### src/rtl/pn_chk_lfsr.sv
// Purpose: local PN LFSR; predicts the next bit and shifts in either received data or its own prediction.
// Latency: predicted is combinational from the register; shift takes effect on the qualifying edge.
// Backpressure: none; shifts on every shiftEn cycle.
module pn_chk_lfsr #(
  parameter int MAX_LEN = 24
) (
  input  logic               clk,
  input  logic               reset,
  input  logic               clear,
  input  logic               shiftEn,
  input  logic               loadData,
  input  logic               dataBit,
  input  logic [MAX_LEN-1:0] poly,
  input  logic [4:0]         polyLength,
  output logic               predicted
);

  logic [MAX_LEN-1:0] sr;
  logic [MAX_LEN-1:0] lenMask;

  // Same taps-parity rule as the transmit LFSR: sr[0] is the newest bit, only stages below polyLength count.
  always_comb begin
    lenMask = '0;
    for (int k = 0; k < MAX_LEN; k++) begin
      lenMask[k] = (5'(k) < polyLength);
    end
    predicted = ^(sr & poly & lenMask);
  end

  // Shift register: SEARCH loads received bits, VERIFY/LOCKED flywheel on the prediction.
  always_ff @(posedge clk) begin
    if (reset || clear) begin
      sr <= '0;
    end else if (shiftEn) begin
      sr <= {sr[MAX_LEN-2:0], (loadData ? dataBit : predicted)};
    end
  end

endmodule

### config.mk
export PLATFORM = sky130hd
export DESIGN_NAME = pn_chk_lfsr
export DESIGN_NICKNAME = d
export VERILOG_FILES = /design/src/rtl/pn_chk_lfsr.sv
export SDC_FILE = /design/constraint.sdc
export NUM_CORES = 1
export LEC_CHECK = 0
export ABC_AREA = 1
export BUFFER_PORTS_ARGS = -buffer_cell sky130_fd_sc_hd__buf_2
export CAP_MARGIN = 30
export CORE_ASPECT_RATIO = 0.7
export CORE_MARGIN = 10
export CORE_UTILIZATION = 55
export CTS_BUF_LIST = sky130_fd_sc_hd__clkbuf_16
export CTS_CLUSTER_DIAMETER = 80
export CTS_CLUSTER_SIZE = 30
export DETAILED_ROUTE_END_ITERATION = 8
export PLACE_DENSITY = 0.83
export SLEW_MARGIN = 20
export SYNTH_ARGS = -nofsm -noshare
export SYNTH_HDL_FRONTEND = slang
export SYNTH_SLANG_ARGS = --single-unit
### constraint.sdc
create_clock -name clk -period 2.2 [get_ports clk]
set_input_delay 0.33 -clock clk [delete_from_list [all_inputs] [get_ports clk]]
set_output_delay 0.33 -clock clk [all_outputs]
set_load 0.1 [all_outputs]
; Word level (Yosys, flattened, before mapping)
; Index checks and enable logic that the tools add are counted.
[totals]
regBits = 24
elab_cells = 30
out_inout_bits = 1
[op_classes]
n_lt_le_gt_ge = 24
muxes = 1
n_reduce_logical = 2
bitwise_logic = 2
[ops]
columns = cell, n
row1 = 24-bit AND, 2
row2 = "4-bit by 5-bit less-than comparator with 1-bit output, first input constant", 8
row3 = "5-bit less-than comparator, first input constant", 8
row4 = 24-bit parity, 1
row5 = "3-bit by 5-bit less-than comparator with 1-bit output, first input constant", 4
row6 = "1-bit by 5-bit less-than comparator with 1-bit output, first input constant", 2
row7 = "2-bit by 5-bit less-than comparator with 1-bit output, first input constant", 2
row8 = 1-bit logical OR, 1
row9 = 1-bit 2-to-1 mux, 1

; Logic depth before layout (Yosys ltp)
; Gate-level depths: netlist of the first run.
[depth]
ltp_word = 4
ltp_mapped = 18

; Worst setup path after synthesis of the first run
; OpenSTA, ideal clock, no wires.
[synth_path]
kind = input to output
from = input polyLength[4]
to = output predicted
arrival_time_ps = 2019
t_required_ps = 1870
path_buffers = 1
stages = 13
slack_ps = -149
cell_sequence = buf_4 -> inv_2 -> nor3_2 -> nand2_1 -> nand3_1 -> nand2_1 -> nand2_1 -> nand2_1 -> nand2_1 -> nand2_1 -> nand2_1 -> nand3_1 -> nand2_1
[synth_via]
elab_chain_len = 3
elab_cells_between_ends = 26
classes_between = 24 x order compare / 1 x bitwise / 1 x reduce/logical
[synth_rtl]
columns = item, line_no
row1 = start: declaration, 14  ; input logic [4:0] polyLength,
row2 = 1-bit by 5-bit less-than comparator with 1-bit output (tied with other cells), 25  ; lenMask[k] = (5'(k) < polyLength);
row3 = 24-bit AND (*), 27  ; predicted = ^(sr & poly & lenMask);
row4 = 24-bit parity (*), 27
row5 = end: declaration, 15  ; output logic predicted
; Every way passes the cells marked *; elsewhere a longest branch is shown, timed or not.

; Final worst setup path of the first run
[layout_path]
from = register sr[12]
to = output predicted
[layout_via]
elab_chain_len = 3
[layout_rtl]
columns = item, line_no
row1 = start: declaration, 18  ; logic [MAX_LEN-1:0] sr;
row2 = start signal: assignment, 35  ; sr <= {sr[MAX_LEN-2:0], (loadData ? dataBit : predicted)};
row3 = 24-bit AND (2 in a row), 27
row4 = 24-bit parity, 27
; No other way between the ends.

==> results of run 1 <==
-- logic make-up (layout without fill, tap and decap cells) --
| kind of cell | after synthesis | in the layout | share of synthesized area, % |
|---|---|---|---|
| flip-flops | 24 | 24 | 26.4 |
| AO/OA/AOI/OAI | 34 | 34 | 10.0 |
| buffers and inverters | 44 | 82 | 9.56 |
| AND/OR/NAND/NOR | 239 | 240 | 54.0 |
-- stage by stage --
stage                     util (%)  total power (W)  TNS (ns)  cell area [µm²]  instances
after global routing          79.7          0.00104    -0.170             2530        418
after detailed placement      64.1         0.000572   -0.0599             2030        407
final                         79.7          0.00101  -0.00821             2530        418
after global placement        64.1         0.000572   -0.0630             2030        407
after CTS                     66.9         0.000952         0             2120        410
after floorplan                  -         0.000521         0             1820        341
-- what timing repair did --
item	CTS	global route
pin swaps	0	42
setup buffers	0	6
setup endpoints to repair	1	1
resized for setup	4	109
hold endpoints to repair	0	0
gates cloned	0	2
-- how the worst max path moves through the flow --
stage                   startpoint  slack (ns)   endpoint
2_1_floorplan        polyLength[4]        0.09  predicted
3_3_place_gp         polyLength[4]       -0.06  predicted
3_5_place_dp         polyLength[4]       -0.06  predicted
4_1_cts              polyLength[4]        0.01  predicted
5_1_grt        sr[12]$_SDFFE_PP0P_       -0.17  predicted
6_report       sr[12]$_SDFFE_PP0P_      -0.008  predicted
-- power by group through the flow --
stage	Clock (W)	Combinational [W]	Sequential, W
after floorplan	0	0.0000736	0.000447
after global placement	0	0.000124	0.000448
after detailed placement	0	0.000125	0.000448
after CTS	0.000385	0.000129	0.000438
after global routing	0.000404	0.000194	0.000438
final	0.000387	0.000182	0.000438
-- cells in the final DEF (no fill, tap or decap), types with 9 or more instances in the layout --
cell	synthesis	routed
nor2_1	17	10
inv_1	32	24
nand2_1	178	145
dfxtp_1	24	11
nand2_2	0	31
a21oi_1	26	23
inv_2	3	9
dfxtp_2	0	13
buf_2	1	30
nand3_1	34	19
nand3_2	0	15
-- tightest hold or removal path: stages, from the launching register on --
cell     delay [ns]
dfxtp_2        0.33
nand2_1        0.06
a21oi_1        0.05
-- layer usage --
metal  up-vias  part of all wire [%]  global-route usage [%]
li1       1159                     -                       -
met1      1073                    40                    20.7
met2       122                    47                    29.6
met3        20                   9.9                    5.34
met4         0                   3.0                    3.01
met5         -                     0                       0
-- synthesized netlist by cell type, types with 2 or more instances --
master and count:
clkbuf_1 6, nand3_1 34, a21oi_2 2, inv_1 32, a211oi_1 2, nand4_1 5
inv_2 3, o21ai_1 3, nor2_1 17, buf_4 2, dfxtp_1 24, nand2_1 178
a21oi_1 26
-- cell type report --
cell class | instances | area (µm²) | share of cell area [%]
Inverter | 35 | 141 | 5.60
Sequential cell | 24 | 497 | 19.7
Multi-Input combinational cell | 274 | 1430 | 56.7
Timing Repair Buffer | 44 | 333 | 13.2
Tap cell | 38 | 47.5 | 1.88
Clock buffer | 3 | 75.1 | 2.97
==> summary.txt, run 1 <==
Run status
  – Status: finished with violations
  – Failing checks: negative setup slack

Timing
  – Fin crit period: 2.21 ns
  – Max Clock Freq: 0.453 GHz
  – Final Hold Vio Count: 0
  – Finish-stage setup viols: 1
  – Crit share post-route: 100%
  – Final Skew: 0.00241 ns
  – RSZ-0062 raised after global routing: true
  – WHS: 0.472 ns
  – Setup ws final: -0.00821 ns
  – Worst relative slew slack: 70.8%
  – Max Slew Vio Count: 0
  – Slew @ Worst Pin: 0.438 ns

Critical path
  – CP startpoint kind: flip-flop
  – CP arrival: 1.88 ns
  – FF-to-FF End: sr[0]$_SDFFE_PP0P_
  – CP Depth: 13
  – Req. time, crit path: 1.87 ns
  – Setup crit end kind: output port
  – Crit path max fanout: 3
  – RR Startpoint: sr[14]$_SDFFE_PP0P_
  – Worst path most repeated cell: nand2_2
  – R2R Setup Slk: 0.42 ns
  – Critical path's slowest cell: dfxtp_2
  – CP delay by family, top: simple AND/OR/NAND/NOR gates
  – CP peak stage delay: 0.36 ns
  – Crit Path Class: flip-flop to output port
  – Buffers & Inverters on Critical Path: 1
  – Crit path cell chain: nand2_2, a21oi_4, nand3_2, nand2_2, nand2_1, nand2_1, nand3_2, nand2_1, nand2_2, nand2_2, nand2_2, nand2_2, buf_12
  – R2r worst-path depth: 15

Global routing
  – Global Route Usage Sum: 17.1%
  – GR Overflow Total: 0
  – Global-route wire length before repair: 8450 µm
  – Largest net degree at the start of global routing: 26
  – Number of global-route vias before repair: 1984
  – Initial antenna violation count: 0

Finish
  – Net count, final: 417
  – FILL cells: 239
  – Area Overhead vs Synth: 38.9%
  – Fraction of layout cells with a size suffix above 1: 36.6%
  – Max FFs per register: 24
  – Biggest regs: sr x24
  – Reg with most FFs: sr
  – # diodes: 0

Route
  – DRT Pass-1 Iters: 5
  – DRC: 0
  – Final ANT Viol Nets: 0
  – Via density: 5.68
  – Drt wl/cell: 14.9 µm
  – Drt first-iter violations: 228
  – Routed vias: 2374
  – DRT Wirelength: 6220 µm

Pwr
  – Net Sw Frac: 25.8%
  – Clock share of power: 38.5%
  – Cell area power density: 399 nW/µm²
  – Leak: 1.17 nW
  – VDD IR max: 0.000466 V
  – Switching power: 0.000260 W
  – Power share of the sequential group: 43.5%
  – Logic pwr share: 18.1%
  – Internal power: 0.000747 W

Synthesis
  – Post-synth EDFFs: 0
  – Flip-flop and latch count after synthesis: 24
  – Seq/Total Area, Yosys: 26.4%
  – Post-synth cell types: 20
  – Yosys warns: 0
  – Post-synth ARST share: 0%
  – Yosys top cell area share: 36.7%
  – Cells after Synth: 341
  – Synth Cell Area: 1820 µm²
  – Leading area contributor after synthesis: nand2_1
  – Syn_nets: 376
  – Predominant post-synthesis flop cell: dfxtp_1
  – Mapped Avg Cell Area: 5.34 µm²
  – Top cells by area, synth: nand2_1, dfxtp_1, nand3_1

Placed design
  – Hpwl dp: 3900 µm
  – IO Port Bufs: 35
  – Worst slack, placed: -0.0599 ns
  – Gp weighted congestion: 1.05

Clock tree
  – Clock sink total: 24
  – Root Driver: clkbuf_16
  – TritonCTS clock tree: done
  – Clock Path Buffers: 2
  – Num CTS Buffers: 3
  – Worst-path clk slew: 0.06 ns
  – CTS Hold Bufs: 0
  – Clk_lat worst skew: 0.25 ns
  – H-tree Lvls: 1

Floorplanning
  – FP Rows: 17
  – Die Height: 68.1 µm
  – Die width: 88.7 µm
  – Starting Density: 57.4%
  – Die area: 6040 µm²
  – Io pins: 36
  – Core ar.: 3170 µm²

Job
  – Number of max-cap violations: 0

Hold path
  – Hold EP: sr[8]$_SDFFE_PP0P_
  – Hold crit path type: flip-flop to flip-flop
  – Start point of the worst min-delay path: sr[8]$_SDFFE_PP0P_
  – Hold depth: 2
Power figures use the tool's default switching activity.
==> run 2: changes to the inputs <==
MAX_ROUTING_LAYER = met4   (was not set)
==> summary.txt, run 2 (same netlist as run 1, synthesis figures left out) <==
Clock tree
  – H-tree Lvls: 1 (unchanged)
  – Clock Path Buffers: 2 (unchanged)
  – Worst-path clk slew: 0.06 ns (about the same)
  – Clock sink total: 24 (unchanged)
  – Num CTS Buffers: 3 (unchanged)
  – Root Driver: clkbuf_16
  – TritonCTS clock tree: done
  – Clk_lat worst skew: 0.25 ns (about the same)

Critical path
  – Crit path cell chain: nand2_2, a21oi_4, nand3_2, nand2_2, nand2_1, nand2_1, nand3_2, nand2_1, nand2_2, nand2_2, nand2_2, nand2_2, buf_12
  – CP delay by family, top: simple AND/OR/NAND/NOR gates
  – Req. time, crit path: 1.87 ns (about the same)
  – CP startpoint kind: flip-flop
  – Setup crit end kind: output port
  – Crit Path Class: flip-flop to output port
  – Crit path max fanout: 3 (unchanged)
  – Buffers & Inverters on Critical Path: 1 (unchanged)
  – Critical path's slowest cell: dfxtp_2
  – CP peak stage delay: 0.36 ns (about the same)
  – Worst path most repeated cell: nand2_2
  – CP arrival: 1.89 ns (about the same)

Finish
  – Reg with most FFs: sr
  – Max FFs per register: 24 (unchanged)
  – Biggest regs: sr x24
  – Area Overhead vs Synth: 38.9% (unchanged)
  – Fraction of layout cells with a size suffix above 1: 36.6% (unchanged)
  – Most common cell after layout, fill and taps aside: nand2_1
  – Fin util: 79.7% (unchanged)
  – FILL cells: 239 (unchanged)
  – # diodes: 0 (unchanged)
  – Most frequent cells in the layout: nand2_1, nand2_2, buf_2
  – Net count, final: 417 (unchanged)

Placed design
  – Hpwl dp: 3900 µm (unchanged)
  – IO Port Bufs: 35 (unchanged)
  – Worst slack, placed: -0.0599 ns (unchanged)
  – Gp weighted congestion: 1.07 (+2.0%)

Global routing
  – Global-route wire length before repair: 8450 µm (unchanged)
  – GR Overflow Total: 0 (unchanged)
  – Global Route Usage Sum: 17.6% (+0.53 points)
  – Initial antenna violation count: 0 (unchanged)
  – Largest net degree at the start of global routing: 26 (unchanged)
  – Number of global-route vias before repair: 1984 (unchanged)

Pwr
  – Leak: 1.17 nW (unchanged)
  – Cell area power density: 397 nW/µm² (-0.39%)
  – Net Sw Frac: 25.6% (-0.28 points)
  – Power share of the sequential group: 43.7% (+0.2 points)
  – VDD IR max: 0.000463 V (-0.69%)
  – Clock share of power: 38.2% (-0.3 points)
  – Logic pwr share: 18.2% (about the same)
  – Internal power: 0.000747 W (about the same)
  – Switching power: 0.000256 W (-1.5%)

Floorplanning
  – Die width: 88.7 µm (unchanged)
  – Io pins: 36 (unchanged)
  – Die Height: 68.1 µm (unchanged)
  – Starting Density: 57.4% (unchanged)
  – FP Rows: 17 (unchanged)
  – Core ar.: 3170 µm² (unchanged)
  – Die area: 6040 µm² (unchanged)

Route
  – Drt wl/cell: 14.9 µm (about the same)
  – DRT Pass-1 Iters: 4 (-1)
  – Routed vias: 2357 (-0.72%)
  – DRT Wirelength: 6230 µm (about the same)
  – Final ANT Viol Nets: 0 (unchanged)
  – Via density: 5.64 (-0.72%)
  – DRC: 0 (unchanged)
  – Drt first-iter violations: 256 (+12%)

Timing
  – Slew @ Worst Pin: 0.446 ns (+0.00759 ns)
  – Setup TNS: -0.0161 ns (-0.00792 ns)
  – RSZ-0062 raised after global routing: true
  – Worst relative slew slack: 70.3% (-0.51 points)
  – Max Clock Freq: 0.451 GHz (-0.36%)
  – Final Skew: 0.00403 ns (+0.00162 ns)
  – WHS: 0.472 ns (+0.000229 ns)
  – Setup ws final: -0.0161 ns (-0.00792 ns)
  – Crit share post-route: 101% (+0.36 points)
  – Fin crit period: 2.22 ns (+0.00792 ns)
  – Final Hold Vio Count: 0 (unchanged)
  – Finish-stage setup viols: 1 (unchanged)
  – Max Slew Vio Count: 0 (unchanged)

Job
  – Number of max-cap violations: 0 (unchanged)

Run status
  – Status: finished with violations
  – Failing checks: negative setup slack

Hold path
  – Hold crit path type: flip-flop to flip-flop
## run 2: routing by layer
layer | global-route usage, % | share of wire [%] | up-vias
met2 | 29.6 | 48 | 106
li1 | - | - | 1158
met1 | 21.3 | 41 | 1074
met5 | - | 0 | -
met3 | 4.39 | 8.6 | 19
met4 | 3.01 | 2.6 | 0
## run 2: final timing paths
path	from	end	slack [ns]	cells past startpoint
max	sr[12]$_SDFFE_PP0P_	predicted	-0.02	13
min	sr[8]$_SDFFE_PP0P_	sr[8]$_SDFFE_PP0P_	0.47	2
max reg2reg	sr[12]$_SDFFE_PP0P_	sr[0]$_SDFFE_PP0P_	0.43	15
min reg2reg	sr[8]$_SDFFE_PP0P_	sr[8]$_SDFFE_PP0P_	0.47	2
## run 2: metrics by stage
step | instance area (µm²) | cells | total power [W]
after floorplan | 1820 | 341 | 0.000521
after global placement | 2030 | 407 | 0.000572
after detailed placement | 2030 | 407 | 0.000572
after CTS | 2120 | 410 | 0.000952
after global routing | 2530 | 418 | 0.00104
final | 2530 | 418 | 0.00100
## run 2: worst register-to-register path: cells and delay by family (launching register included)
kind / cells / cell delay, ns
flip-flops: 1 / 0.36
AO/OA/AOI/OAI: 2 / 0.23
AND/OR/NAND/NOR: 13 / 1.05
## run 2: cell type report
cell class | count | area [µm²] | area share (%)
multi-input cells | 274 | 1430 | 56.7
clock buffers | 3 | 75.1 | 2.97
well taps | 38 | 47.5 | 1.88
inverters | 35 | 141 | 5.60
flip-flops and latches | 24 | 497 | 19.7
repair buffers | 44 | 333 | 13.2
## run 2: repair_timing
item / CTS / global route
setup buffers: 0 / 6
pin swaps: 0 / 42
hold buffers: 0 / 0
setup endpoints to repair: 1 / 1
gates cloned: 0 / 2
gates resized for setup: 4 / 109
## run 2: power by group through the flow
| stage | Combinational (W) | Sequential [W] | Clock [W] |
|---|---|---|---|
| after floorplan | 0.0000736 | 0.000447 | 0 |
| final | 0.000182 | 0.000438 | 0.000383 |
| after global routing | 0.000194 | 0.000438 | 0.000404 |
| after CTS | 0.000129 | 0.000438 | 0.000385 |
| after global placement | 0.000124 | 0.000448 | 0 |
| after detailed placement | 0.000125 | 0.000448 | 0 |
==> run 3: changes to the inputs <==
ABC_AREA = not set   (was 1)
CORE_UTILIZATION = 53   (was 55)
PLACE_DENSITY = 0.82   (was 0.83)
==> summary.txt, run 3 <==
Run status
  – Status: finished with violations
  – Failing checks: negative setup slack

Pwr
  – VDD IR max: 0.000428 V (-7.5%)
  – Net Sw Frac: 23.2% (-2.4 points)
  – Leak: 0.946 nW (-19%)
  – Power share of the sequential group: 38.4% (-5.3 points)
  – Switching power: 0.000263 W (+2.7%)
  – Tot Pwr: 0.00114 W (+13%)
  – Clock share of power: 47.0% (+8.8 points)
  – Internal power: 0.000872 W (+17%)
  – Cell area power density: 531 nW/µm² (+34%)
  – Logic pwr share: 14.6% (-3.6 points)

Finish
  – Max FFs per register: 24 (unchanged)
  – Most common cell after layout, fill and taps aside: buf_2
  – Area of the multi-input gates: 1040 µm² (-27%)
  – Net count, final: 279 (-33%)
  – Most frequent cells in the layout: buf_2, nor2_1, buf_4
  – FILL cells: 207 (-13%)
  – Biggest regs: sr x24
  – # diodes: 0 (unchanged)
  – Fin area: 2140 µm² (-15%)
  – Fraction of layout cells with a size suffix above 1: 36.2% (-0.36 points)
  – Reg with most FFs: sr
  – Register area: 484 µm² (-2.5%)
  – Area Overhead vs Synth: 37.7%

Global routing
  – Initial antenna violation count: 0 (unchanged)
  – Number of global-route vias before repair: 1524 (-23%)
  – Global-route wire length before repair: 7260 µm (-14%)
  – Largest net degree at the start of global routing: 27 (+3.8%)
  – Global Route Usage Sum: 16.2% (-1.4 points)
  – GR Overflow Total: 0 (unchanged)

Route
  – DRC: 0 (unchanged)
  – Drt first-iter violations: 158 (-38%)
  – DRT Pass-1 Iters: 4 (unchanged)
  – DRT Wirelength: 4720 µm (-24%)
  – Routed vias: 1644 (-30%)
  – Via density: 5.89 (+4.5%)
  – Final ANT Viol Nets: 0 (unchanged)
  – Drt wl/cell: 16.9 µm (+14%)

Timing
  – Crit share post-route: 125% (+25 points)
  – Worst relative slew slack: 68.3% (-2.0 points)
  – Slew @ Worst Pin: 0.475 ns (+0.0294 ns)
  – Final Skew: 0.00929 ns (+0.00526 ns)
  – Max Slew Vio Count: 0 (unchanged)
  – Fin crit period: 2.76 ns (+0.542 ns)
  – RSZ-0062 raised after global routing: true
  – Setup ws final: -0.559 ns (-0.542 ns)
  – Final Hold Vio Count: 0 (unchanged)
  – Finish-stage setup viols: 2 (+1)
  – Max Clock Freq: 0.363 GHz (-20%)
  – Setup TNS: -0.638 ns (-0.622 ns)

Critical path
  – Crit path cell chain: o311ai_4, and4_1, or4_1, a31oi_2, xnor3_1, xor3_2, clkinvlp_4, buf_12
  – CP startpoint kind: flip-flop
  – Crit Path Class: flip-flop to output port
  – Crit. Startpoint: sr[17]$_SDFFE_PP0P_
  – CP Depth: 8 (-5)
  – Critical path's slowest cell: or4_1
  – RR Startpoint: sr[17]$_SDFFE_PP0P_
  – Buffers & Inverters on Critical Path: 2 (+1)
  – Setup crit end kind: output port
  – R2R Setup Slk: -0.08 ns (-0.51 ns)
  – FF-to-FF End: sr[0]$_SDFFE_PP0P_
  – CP peak stage delay: 0.52 ns (+0.16 ns)
  – CP delay by family, top: simple AND/OR/NAND/NOR gates
  – CP arrival: 2.43 ns (+0.54 ns)
  – R2r worst-path depth: 8 (-7)
  – Crit path max fanout: 2 (-1)
  – CP endpoint: predicted
  – Req. time, crit path: 1.87 ns (about the same)

Placed design
  – Worst slack, placed: -0.567 ns (-0.507 ns)
  – IO Port Bufs: 35 (unchanged)
  – Hpwl dp: 3260 µm (-16%)
  – Gp weighted congestion: 0.933 (-13%)
  – Post-Place Cell Area: 1960 µm² (-3.4%)

Synthesis
  – Post-synth ARST share: 0% (unchanged)
  – Top cells by area, synth: dfxtp_1, mux2i_1, nor2_1
  – Syn_nets: 220 (-41%)
  – Synth Cell Area: 1550 µm² (-15%)
  – Mapped Avg Cell Area: 8.39 µm² (+57%)
  – Post-synth EDFFs: 0 (unchanged)
  – Most common cell in the netlist: nor2_1
  – Flip-flop and latch count after synthesis: 24 (unchanged)
  – Commonest cells post-synth: nor2_1, dfxtp_1, mux2i_1, nand2_1, a21oi_1
  – Yosys warns: 0 (unchanged)
  – Seq/Total Area, Yosys: 30.9% (+4.5 points)
  – Post-synth cell types: 44 (+120%)
  – Cells after Synth: 185 (-46%)
  – Yosys top cell area share: 30.9% (-5.8 points)
  – Leading area contributor after synthesis: dfxtp_1
  – Predominant post-synthesis flop cell: dfxtp_1

Floorplanning
  – Die width: 84.7 µm (-4.6%)
  – Starting Density: 55.4% (-2.0 points)
  – Core ar.: 2800 µm² (-12%)
  – FP Rows: 16 (-1)
  – Die Height: 65.3 µm (-4.2%)
  – Io pins: 36 (unchanged)
  – Die area: 5530 µm² (-8.5%)

Clock tree
  – Num CTS Buffers: 3 (unchanged)
  – Clock Path Buffers: 2 (unchanged)
  – Clk_lat worst skew: 0.26 ns (about the same)
  – Worst-path clk slew: 0.07 ns (about the same)
  – H-tree Lvls: 1 (unchanged)
  – Root Driver: clkbuf_16
  – Clock sink total: 24 (unchanged)
  – CTS Hold Bufs: 0 (unchanged)
  – TritonCTS clock tree: done

Job
  – Number of max-cap violations: 0 (unchanged)

Hold path
  – Hold crit path type: input pin to flip-flop
[run 3: cell type report]
type,instances,area share [%]
clock inverters,1,1.40
repair buffers,68,20.9
clock buffers,3,3.51
well taps,36,2.11
flip-flops and latches,24,22.6
multi-input cells,145,48.9
inverters,2,0.527
[run 3: power groups by stage]
stage	Combinational, W	Sequential [W]	Clock (W)
floorplan	0.0000884	0.000446	0
global placement	0.000152	0.000446	0
detailed placement	0.000154	0.000446	0
CTS	0.000156	0.000436	0.000528
global route	0.000177	0.000436	0.000548
finish	0.000166	0.000436	0.000534
[run 3: repair_timing]
action,CTS,global route
pin swaps,2,3
setup endpoints to repair,2,2
gates resized for setup,4,11
hold endpoints to repair,0,0
buffers inserted,0,2
[run 3: worst min-delay path by stage]
stage,depth (start not counted),to,startpoint,slack (ns)
2_1_floorplan,2,sr[23]$_SDFFE_PP0P_,sr[23]$_SDFFE_PP0P_,0.46
3_3_place_gp,2,sr[23]$_SDFFE_PP0P_,sr[23]$_SDFFE_PP0P_,0.49
3_5_place_dp,2,sr[23]$_SDFFE_PP0P_,sr[23]$_SDFFE_PP0P_,0.51
4_1_cts,4,sr[0]$_SDFFE_PP0P_,loadData,0.41
5_1_grt,4,sr[0]$_SDFFE_PP0P_,loadData,0.45
6_report,4,sr[0]$_SDFFE_PP0P_,loadData,0.41
[run 3: stage by stage]
stage / instances / utilization [%] / hold slack [ns]
global route: 279 / 76.3 / 0.450
detailed placement: 273 / 70.0 / 0.510
global placement: 273 / 70.0 / 0.490
CTS: 277 / 74.2 / 0.407
finish: 279 / 76.3 / 0.411
floorplan: 185 / - / 0.460
[run 3: cell families after synthesis]
group                     after synthesis  synth area share, %
DFF                                    24                 30.9
and+or+nand+nor                        66                 19.3
AOI/OAI and AO/OA                      43                 19.7
muxes                                  24                 15.5
xor gates and xnor gates               12                 9.51
buffers and inverters                  16                 5.08
[run 3: worst register-to-register path, stage by stage (launching register included)]
cell and delay, ns:
dfxtp_2 0.35, o311ai_4 0.09, and4_1 0.23, or4_1 0.52, a31oi_2 0.17, xnor3_1 0.25
xor3_2 0.27, buf_4 0.16, a211oi_2 0.15
[run 3: per-layer routing]
layer,GRT usage [%],up-vias,part of all wire [%]
met2,25.5,79,45
met1,20.9,769,46
met5,-,-,0
met4,3.07,0,1.2
met3,3.94,6,7.9
li1,-,790,-
